File: src/rtl/dial_rotation_engine_if.sv
// Instruction stream into the dial engine.
// valid/ready: the producer holds direction/count stable while instruction_valid is high;
// one instruction transfers on each rising edge where instruction_valid && instruction_ready.
interface dial_rotation_engine_if #(
  parameter int COUNT_WIDTH = 16
);
  logic                   direction;
  logic [COUNT_WIDTH-1:0] count;
  logic                   instruction_valid;
  logic                   instruction_ready;

  modport master (
    output direction,
    output count,
    output instruction_valid,
    input  instruction_ready
  );

  modport slave (
    input  direction,
    input  count,
    input  instruction_valid,
    output instruction_ready
  );
endinterface

File: src/rtl/dial_rotation_engine.sv
// Circular dial solver: buffers rotation instructions in a small FIFO and rotates the
// dial up to DIAL_SIZE steps per cycle, counting landings on 0 (passes) and final-0 instructions (hits).
module dial_rotation_engine #(
  parameter int DIAL_SIZE   = 100,
  parameter int START_POS   = 50,
  parameter int COUNT_WIDTH = 16,
  parameter int FIFO_DEPTH  = 4,
  localparam int POS_WIDTH  = $clog2(DIAL_SIZE)
) (
  input  logic                    clock,
  input  logic                    reset,
  dial_rotation_engine_if.slave   instr,
  output logic [POS_WIDTH-1:0]    dial_position,
  output logic [31:0]             hits,
  output logic [31:0]             passes,
  output logic [31:0]             instructions_done,
  output logic                    busy,
  output logic [1:0]              o_state_dbg
);

  typedef enum logic [1:0] {
    S_IDLE   = 2'd0,
    S_ROTATE = 2'd1,
    S_FINISH = 2'd2
  } state_t;

  localparam int AW  = POS_WIDTH + 1;
  localparam int XW  = (COUNT_WIDTH > AW) ? COUNT_WIDTH : AW;
  localparam int FAW = $clog2(FIFO_DEPTH);
  localparam logic [AW-1:0] N_A = AW'(DIAL_SIZE);
  localparam logic [XW-1:0] N_X = XW'(DIAL_SIZE);

  state_t                 r_state, w_state_nxt;
  logic [POS_WIDTH-1:0]   r_pos, w_pos_nxt;
  logic                   r_dir, w_dir_nxt;
  logic [COUNT_WIDTH-1:0] r_remaining, w_rem_nxt;
  logic [31:0]            r_hits, w_hits_nxt;
  logic [31:0]            r_passes, w_passes_nxt;
  logic [31:0]            r_done, w_done_nxt;

  logic [COUNT_WIDTH:0]   r_mem [FIFO_DEPTH];
  logic [FAW:0]           r_wr_ptr, r_rd_ptr;
  logic                   w_empty, w_full, w_push, w_pop;
  logic [COUNT_WIDTH:0]   w_head;

  logic [XW-1:0]          w_rem_x;
  logic [AW-1:0]          w_chunk, w_pos_a, w_sum, w_new_pos_a;
  logic [COUNT_WIDTH-1:0] w_rem_sub;
  logic                   w_pass;

  // Extra pointer bit separates full from empty when the index bits match.
  assign w_empty = (r_wr_ptr == r_rd_ptr);
  assign w_full  = (r_wr_ptr[FAW] != r_rd_ptr[FAW]) &&
                   (r_wr_ptr[FAW-1:0] == r_rd_ptr[FAW-1:0]);
  assign w_push  = instr.instruction_valid && !w_full;
  assign w_pop   = (r_state == S_IDLE) && !w_empty;
  assign w_head  = r_mem[r_rd_ptr[FAW-1:0]];

  assign instr.instruction_ready = !w_full;
  assign busy              = !w_empty || (r_state != S_IDLE);
  assign dial_position     = r_pos;
  assign hits              = r_hits;
  assign passes            = r_passes;
  assign instructions_done = r_done;
  assign o_state_dbg       = r_state;

  // chunk <= DIAL_SIZE, so one conditional subtract/add keeps pos in range.
  assign w_rem_x   = XW'(r_remaining);
  assign w_chunk   = (w_rem_x >= N_X) ? N_A : AW'(w_rem_x);
  assign w_pos_a   = AW'(r_pos);
  assign w_sum     = w_pos_a + w_chunk;
  assign w_rem_sub = COUNT_WIDTH'(w_rem_x - XW'(w_chunk));

  always_comb begin
    w_pass      = 1'b0;
    w_new_pos_a = w_pos_a;
    if (r_dir) begin
      w_pass      = (w_sum >= N_A);
      w_new_pos_a = w_pass ? (w_sum - N_A) : w_sum;
    end else if (w_pos_a != '0) begin
      w_pass      = (w_chunk >= w_pos_a);
      w_new_pos_a = (w_chunk <= w_pos_a) ? (w_pos_a - w_chunk) : (w_pos_a + N_A - w_chunk);
    end else begin
      w_pass      = (w_chunk == N_A);
      w_new_pos_a = w_pass ? '0 : (N_A - w_chunk);
    end
  end

  always_comb begin
    w_state_nxt  = r_state;
    w_pos_nxt    = r_pos;
    w_dir_nxt    = r_dir;
    w_rem_nxt    = r_remaining;
    w_hits_nxt   = r_hits;
    w_passes_nxt = r_passes;
    w_done_nxt   = r_done;
    case (r_state)
      S_IDLE: begin
        if (!w_empty) begin
          w_dir_nxt   = w_head[COUNT_WIDTH];
          w_rem_nxt   = w_head[COUNT_WIDTH-1:0];
          w_state_nxt = (w_head[COUNT_WIDTH-1:0] == '0) ? S_FINISH : S_ROTATE;
        end
      end
      S_ROTATE: begin
        w_pos_nxt    = POS_WIDTH'(w_new_pos_a);
        w_passes_nxt = r_passes + 32'(w_pass);
        w_rem_nxt    = w_rem_sub;
        if (w_rem_sub == '0) w_state_nxt = S_FINISH;
      end
      S_FINISH: begin
        if (r_pos == '0) w_hits_nxt = r_hits + 32'd1;
        w_done_nxt  = r_done + 32'd1;
        w_state_nxt = S_IDLE;
      end
      default: w_state_nxt = S_IDLE;
    endcase
  end

  always_ff @(posedge clock or posedge reset) begin
    if (reset) begin
      r_state     <= S_IDLE;
      r_pos       <= POS_WIDTH'(START_POS);
      r_dir       <= 1'b0;
      r_remaining <= '0;
      r_hits      <= '0;
      r_passes    <= '0;
      r_done      <= '0;
      r_wr_ptr    <= '0;
      r_rd_ptr    <= '0;
    end else begin
      r_state     <= w_state_nxt;
      r_pos       <= w_pos_nxt;
      r_dir       <= w_dir_nxt;
      r_remaining <= w_rem_nxt;
      r_hits      <= w_hits_nxt;
      r_passes    <= w_passes_nxt;
      r_done      <= w_done_nxt;
      if (w_push) r_wr_ptr <= r_wr_ptr + 1'b1;
      if (w_pop)  r_rd_ptr <= r_rd_ptr + 1'b1;
    end
  end

  // Storage needs no reset: the pointers alone define which entries are live.
  always_ff @(posedge clock) begin
    if (w_push) r_mem[r_wr_ptr[FAW-1:0]] <= {instr.direction, instr.count};
  end

endmodule
File: src/flat_wrapper.sv
// flat-port wrapper written by rule: the top's interface ports become plain ports
module dial_rotation_engine_flat 
#(
  parameter int DIAL_SIZE   = 100,
  parameter int START_POS   = 50,
  parameter int COUNT_WIDTH = 16,
  parameter int FIFO_DEPTH  = 4,
  localparam int POS_WIDTH  = $clog2(DIAL_SIZE)
)
  (clock, reset, dial_position, hits, passes, instructions_done, busy, o_state_dbg, instr_direction, instr_count, instr_instruction_valid, instr_instruction_ready);
  dial_rotation_engine_if #(.COUNT_WIDTH(COUNT_WIDTH)) instr_i ();
  input  logic clock;
  input  logic reset;
  output logic [POS_WIDTH-1:0] dial_position;
  output logic [31:0] hits;
  output logic [31:0] passes;
  output logic [31:0] instructions_done;
  output logic busy;
  output logic [1:0] o_state_dbg;
  input wire logic [$bits(instr_i.direction)-1:0] instr_direction;
  input wire logic [$bits(instr_i.count)-1:0] instr_count;
  input wire logic [$bits(instr_i.instruction_valid)-1:0] instr_instruction_valid;
  output wire logic [$bits(instr_i.instruction_ready)-1:0] instr_instruction_ready;
  assign instr_i.direction = instr_direction;
  assign instr_i.count = instr_count;
  assign instr_i.instruction_valid = instr_instruction_valid;
  assign instr_instruction_ready = instr_i.instruction_ready;
  dial_rotation_engine #(.DIAL_SIZE(DIAL_SIZE), .START_POS(START_POS), .COUNT_WIDTH(COUNT_WIDTH), .FIFO_DEPTH(FIFO_DEPTH)) u_core (.clock(clock), .reset(reset), .instr(instr_i), .dial_position(dial_position), .hits(hits), .passes(passes), .instructions_done(instructions_done), .busy(busy), .o_state_dbg(o_state_dbg));
endmodule
File: config.mk
export PLATFORM = sky130hd
export DESIGN_NAME = dial_rotation_engine_flat
export DESIGN_NICKNAME = d
export VERILOG_FILES = /design/src/rtl/dial_rotation_engine_if.sv /design/src/rtl/dial_rotation_engine.sv /design/src/flat_wrapper.sv
export SDC_FILE = /design/constraint.sdc
export NUM_CORES = 1
export LEC_CHECK = 0
export ABC_AREA = 1
export BUFFER_PORTS_ARGS = -buffer_cell sky130_fd_sc_hd__clkbuf_2
export CAP_MARGIN = 20
export CELL_PAD_IN_SITES_DETAIL_PLACEMENT = 1
export CELL_PAD_IN_SITES_GLOBAL_PLACEMENT = 1
export CORE_UTILIZATION = 49
export CTS_BUF_LIST = sky130_fd_sc_hd__clkbuf_16
export DETAILED_ROUTE_END_ITERATION = 7
export PLACE_DENSITY_LB_ADDON = 0.1
export SLEW_MARGIN = 20
export SYNTH_ARGS = -nofsm -noshare
export SYNTH_HDL_FRONTEND = slang
export SYNTH_SLANG_ARGS = --single-unit
File: constraint.sdc
create_clock -name clock -period 7.94 [get_ports clock]
set_input_delay 1.191 -clock clock [delete_from_list [all_inputs] [get_ports clock]]
set_output_delay 1.191 -clock clock [all_outputs]
set_load 0.03 [all_outputs]
* Yosys cells after proc, flatten, opt, wreduce, memory -nomap -nowiden
Memory sizes are Yosys's and may differ from the RTL's.
Cells that the tools add are included.
** Cells by class
- Multipliers :: 0
- Order comparisons :: 4
- Bitwise gates (word level) :: 1
- Equality and inequality tests :: 8
- Mux-type cells :: 16
- Divide/modulo/power cells :: 0
- Reductions and logical operators :: 17
- Shift operators :: 0
- Add/sub/neg operators :: 12
** Operators by type and width (number)
- 32-bit by 1-bit adder with 32-bit output, second input constant :: 2
- 7-bit 2-to-1 mux :: 5
- 32-bit by 1-bit adder with 32-bit output :: 1
- 16-bit zero test :: 2
- 16-bit one-hot mux with 2 select lines :: 1
- 16-bit by 7-bit greater-or-equal comparator with 1-bit output, second input constant :: 1
- 16-bit 2-to-1 mux :: 1
- 16-bit by 8-bit subtractor with 16-bit output :: 1
- 7-bit subtractor :: 2
- 7-bit by 8-bit adder with 8-bit output :: 1
- 8-bit by 7-bit equality test with 1-bit output, second input constant :: 1
- 8-bit by 7-bit greater-or-equal comparator with 1-bit output :: 1
- 8-bit by 7-bit greater-or-equal comparator with 1-bit output, second input constant :: 1
- 8-bit by 7-bit <= comparator with 1-bit output :: 1
- 8-bit 2-to-1 mux :: 1
- 2-bit AND reduction :: 4
- 8-bit nonzero test :: 1
- 7-bit adder, second input constant :: 1
- 7-bit zero test :: 1
- 7-bit subtractor, first input constant :: 1
- 7-bit subtractor, second input constant :: 1
- 3-bit by 1-bit adder with 3-bit output, second input constant :: 2
- 2-bit 2-to-1 mux :: 3
- 1-bit 2-to-1 mux :: 4
- 14 further kinds :: 18
** Storage, ports and cells
- Latch bits :: 0
- Memory bits (writable) :: 68
- Register bits after elaboration :: 128
- Output and inout bits :: 107
- Memories :: 1
- ROM bits :: 0
- Logic and storage cells :: 68
- Input bits :: 20
** Memory list
- u_core.r_mem :: depth 4, bits a word 17, read ports 1, clocked after memory_dff 0, write ports 1, line dial_rotation_engine.sv:41 : logic [COUNT_WIDTH:0] r_mem [FIFO_DEPTH];

* Longest topological paths before layout
- Depth in word-level cells :: 6
- Mapped depth :: 34
- Mapped depth without buffers :: 33

* Worst setup path before layout
OpenSTA, ideal clock, no wires.
- Path kind :: register to register
- Start :: reg u_core.r_remaining[3]
- End :: reg u_core.r_passes[28] (netlist: u_core.passes[28])
- Slack :: 3.249 ns
- Stages on the path, launching flop included :: 34
- Required time :: 7.817 ns
- Arrival :: 4.567 ns
- Path buffers :: 1
- Library setup time :: 0.123 ns
- Period minus slack after synthesis :: 4.691 ns
- Cell sequence :: dfrtp_1 -> nor2_2 -> nand2_2 -> nand2_4 -> nand3_4 -> buf_2 -> nor2_1 -> ha_1 -> inv_1 -> fa_1 -> inv_1 -> nand3_1 -> nand2_1 -> xor2_1 -> inv_1 -> nand3_1 -> nand3_1 -> nand2_1 -> nand2_1 -> o21ai_0 -> ha_1 -> ha_1 -> nand3_1 -> nor2_1 -> nand2_4 -> nor2_4 -> nand4_2 -> nor2_4 -> nand2_2 -> nor2_4 -> nand4_4 -> nor2_4 -> nand2_1 -> xor2_1
** Between the ends
- Cells in the longest elaborated chain, start to end :: 6
- Elaborated cells between the ends (all ways) :: 9
- Classes of those cells :: 2 x add/sub; 3 x order compare; 1 x eq/ne; 3 x mux
** Ends and longest elaborated chain
- start, declared :: line dial_rotation_engine.sv:36 : logic [COUNT_WIDTH-1:0] r_remaining, w_rem_nxt;
- start signal, assigned :: line dial_rotation_engine.sv:135 : r_remaining <= w_rem_nxt;
- 16-bit by 7-bit greater-or-equal comparator with 1-bit output :: line dial_rotation_engine.sv:69 : assign w_chunk = (w_rem_x >= N_X) ? N_A : AW'(w_rem_x);
- 8-bit 2-to-1 mux * :: line dial_rotation_engine.sv:69
- 7-bit by 8-bit adder with 8-bit output (tied with other cells) :: line dial_rotation_engine.sv:71 : assign w_sum = w_pos_a + w_chunk;
- 8-bit by 7-bit greater-or-equal comparator with 1-bit output / 1-bit 2-to-1 mux (equally long branches) :: line dial_rotation_engine.sv:78, dial_rotation_engine.sv:80
- 1-bit 2-to-1 mux * :: line dial_rotation_engine.sv:77 : if (r_dir) begin
- 32-bit by 1-bit adder with 32-bit output * :: line dial_rotation_engine.sv:107 : w_passes_nxt = r_passes + 32'(w_pass);
- end signal, assigned :: line dial_rotation_engine.sv:137 : r_passes <= w_passes_nxt;
- end, declared :: line dial_rotation_engine.sv:38 : logic [31:0] r_passes, w_passes_nxt;
Mark *: on every way between the ends. The rest lies on a longest branch, timed or not.
A chain may end at the register's enable or synchronous reset.

* Worst setup path after layout
- Start :: reg u_core.r_remaining[12]
- End :: reg u_core.r_passes[25] (netlist: u_core.passes[25])
** Between the ends
- Cells in the longest elaborated chain, start to end :: 6
- Elaborated cells between the ends (all ways) :: 9
- Classes of those cells :: 2 x add/sub; 3 x order compare; 1 x eq/ne; 3 x mux
** Ends and longest elaborated chain (line)
- 16-bit by 7-bit greater-or-equal comparator with 1-bit output * :: dial_rotation_engine.sv:69
- 8-bit 2-to-1 mux * :: dial_rotation_engine.sv:69
- 7-bit by 8-bit adder with 8-bit output (tied with other cells) :: dial_rotation_engine.sv:71
- 8-bit by 7-bit greater-or-equal comparator with 1-bit output / 1-bit 2-to-1 mux (equally long branches) :: dial_rotation_engine.sv:78, dial_rotation_engine.sv:80
- 1-bit 2-to-1 mux * :: dial_rotation_engine.sv:77
- 32-bit by 1-bit adder with 32-bit output * :: dial_rotation_engine.sv:107
Marks and branches as above.

==> results.py <==
metrics = {
    "finish": {
        "stdcell_area_um2": 12290,
        "fin_nets": 1357,
        "syn2layout_area_growth_pct": 14.50,
        "layoutNonFillerInstCount": 1580,
        "fin_util_pct": 57.91,
        "diodes": 0,
        "drive_gt1_share_pct": 17.24,
    },
    "placement": {
        "post-dp-hpwl_um": 20830,
        "gp_congestion": 0.9026,
        "post-place-ws_ns": 2.562,
        "numPortBuffers": 126,
        "placed_area_um2": 11680,
        "place_inst": 1548,
    },
    "setup_path": {
        "arrival_ns": 5.76,
        "critPathSlowestCell": "dfrtp_1",
        "max_stage_delay_ns": 0.40,
        "r2r-end": "u_core.passes[25]",
        "cp_max_fo": 19,
        "start_kind": "register",
        "crit_end": "u_core.passes[25]",
        "worstReg2RegStart": "u_core.r_remaining[12]",
        "crit_type": "reg2reg",
        "required_ns": 8.28,
        "worst_path_most_repeated_cell": "nand2_1",
        "r2r_setup_slack_ns": 2.51,
        "r2r_cells": 29,
        "critPathLaunch": "u_core.r_remaining[12]",
        "end_kind": "register",
    },
    "power_and_ir_drop": {
        "power.total_mw": 4.117,
        "leakage_nw": 5.928,
        "ir_drop_uv": 164.1,
        "powerDensity_nw_per_um2": 335.0,
    },
    "drt": {
        "drt_iter0_drc": 312,
        "drt-pass1-iter-count": 4,
        "route.detailed.drc": 0,
        "wirelength_um": 28080,
        "routed_via_density": 5.329,
        "wl_per_cell_um": 17.77,
        "ant_nets": 0,
        "vias": 8420,
    },
    "clocking": {
        "cts_buffer_depth": 2,
        "path_clk_slew_ns": 0.09,
        "cts_max_level": 4,
        "tritoncts": "yes",
        "clockRootBuffer": "clkbuf_16",
        "clk_latency_ns": 0.46,
        "cts_sinks": 196,
        "cts_hold_buf": 0,
        "postCtsSetupBuffers": 0,
        "ctsResizeCount": 0,
        "numCtsBuffers": 17,
    },
    "timing": {
        "fmax_mhz": 184.3,
        "drv_slew": 0,
        "relSlewSlack_pct": 35.29,
        "fin_skew_ns": 0.02904,
        "hold_viol": 0,
        "rsz0062_at_grt": "no",
        "final.setup.tns_ns": 0,
        "worstMarginPinSlew_ns": 0.9647,
        "postLayoutSetupSlackWorst_ns": 2.513,
        "min_period_over_period_pct": 68.35,
        "finalCriticalPeriod_ns": 5.427,
        "whs_ns": 0.4758,
        "setup_viol": 0,
    },
    "grt": {
        "grt_pass1_vias": 8942,
        "grt_max_degree": 66,
        "grt.overflow.total": 0,
        "grt_use_met3_pct": 4.055,
        "grt.busiest_layer": "met2",
        "grt_pass1_wl_um": 46030,
        "gr-usage-met2_pct": 47.92,
        "grt.met1_usage_pct": 32.37,
        "grt_usage_pct": 26.41,
        "antenna_found_initial": 0,
    },
    "yosys": {
        "synth_edf_count": 68,
        "synth_top_family_by_area": "simple AND/OR/NAND/NOR gates",
        "synth-simple-area-share_pct": 23.58,
        "ys_ff_latch": 196,
        "ys_warn_count": 0,
        "synth_top_cell_area_share_pct": 29.14,
        "yosys.cell_count.top_type": "nand2_1",
        "syn_inst": 1161,
        "synthMuxAreaShare_pct": 0,
        "ys_types": 53,
        "synth_compound_area_share_pct": 6.750,
        "seq_area_frac_synth_pct": 48.90,
        "syn_area_um2": 10730,
        "yosys.area.top_type": "dfrtp_1",
        "synthTopCellsByArea": "dfrtp_1 29%, edfxtp_1 19%, nand2_1 9.6%",
        "async_flop_share_pct": 65.31,
        "synth_common_cells": "275 x nand2_1, 139 x inv_1, 125 x dfrtp_1, 82 x nor2_1, 76 x xor2_1",
        "synth_fp_nets": 1226,
        "synth-main-ff-cell": "dfrtp_1",
        "syn_area_per_cell_um2": 9.244,
        "synth_fa_ha_area_share_pct": 5.666,
        "synth_xor_area_share_pct": 9.221,
    },
    "flow_run": {
        "cap_violations": 0,
    },
    "floorplanning": {
        "start_util_pct": 50.58,
        "core-area_um2": 21220,
        "die_x_um": 150,
        "io_pins": 127,
        "rows": 53,
        "die_h_um": 150,
        "die-area_um2": 22500,
    },
    "run_status": {
        "status": "finished, final reports clean",
    },
    "worst_hold_path": {
        "min_path_type": "reg2reg",
    },
}
## kinds of logic (layout without fill, tap and decap cells)
kind of cell	Yosys count	in the layout
compound gates	116	116
flops	196	196
other cells	1	1
fa+ha+maj	45	45
buf+inv	165	309
xor+xnor	113	113
simple gates	525	525
## power breakdown
group | internal (mW) | switching, mW
clock network | 0.434 | 0.458
logic | 0.581 | 1.24
registers | 1.25 | 0.155
total | 2.26 | 1.86
## how the worst min path moves through the flow
stage | to | start | depth (start not counted)
2_1_floorplan | u_core.r_wr_ptr[2] | u_core.r_wr_ptr[2] | 1
3_3_place_gp | u_core.hits[31] | u_core.hits[31] | 1
3_5_place_dp | u_core.hits[31] | u_core.hits[31] | 1
4_1_cts | u_core.hits[31] | u_core.hits[31] | 1
5_1_grt | u_core.passes[31] | u_core.passes[31] | 1
6_report | u_core.hits[31] | u_core.hits[31] | 1
## metal layers
metal | up-vias | share of wire (%)
met1 | 4157 | 43
met4 | 0 | 1.4
met3 | 30 | 3.2
li1 | 4072 | -
met5 | - | 0
met2 | 161 | 52
## layout by cell type (no fill, tap or decap), types with 4 or more instances in the layout
master     synthesis  routed
a21oi_1           36      36
a32o_1            14      14
buf_4              0       6
clkbuf_16          0      17
clkbuf_2           0     126
dfrtp_1          125     125
edfxtp_1          68      68
fa_1               6       6
ha_1              39      39
inv_1            139     138
inv_8              0       5
nand2_1          275     275
nand2_2            5       5
nand2_4            5       5
nand3_1           67      67
nand3_2            6       6
nand3b_1           4       4
nand4_1           23      23
nor2_1            82      82
nor2_2             7       7
nor2_4            12      12
nor3_1            16      16
nor3_4             4       4
nor4_1             4       4
nor4_2             4       4
o211ai_1           7       7
o21ai_0           39      39
o221ai_1           6       6
xnor2_1           37      37
xor2_1            76      76
## state kept, by name, summed over array words and instances (netlist names)
name and cells:
u_core.r_mem 68, u_core.r_wr_ptr 3, u_core.r_rd_ptr 3, u_core.passes 32, u_core.r_remaining 16, u_core.r_dir 1
u_core.hits 32, u_core.o_state_dbg 2, u_core.instructions_done 32, u_core.dial_position 7
## area by class of cell
type	instances	area, um2
inverters	145	553.0
clock buffers	17	425.4
well taps	275	344.1
multi-input cells	800	4857
flip-flops and latches	196	5249
clock inverters	15	185.2
repair buffers	132	675.6
fillers	2479	8931
## critical path: cells and delay by family, from the launching register on
kind / cells / cell delay [ns]
DFF: 1 / 0.40
and+or+nand+nor: 19 / 2.91
buffers and inverters: 3 / 0.39
AOI/OAI and AO/OA: 2 / 0.36
xor gates and xnor gates: 2 / 0.46
adders and majority gates: 3 / 0.76
Note: power is estimated with default switching activity, not from simulation.
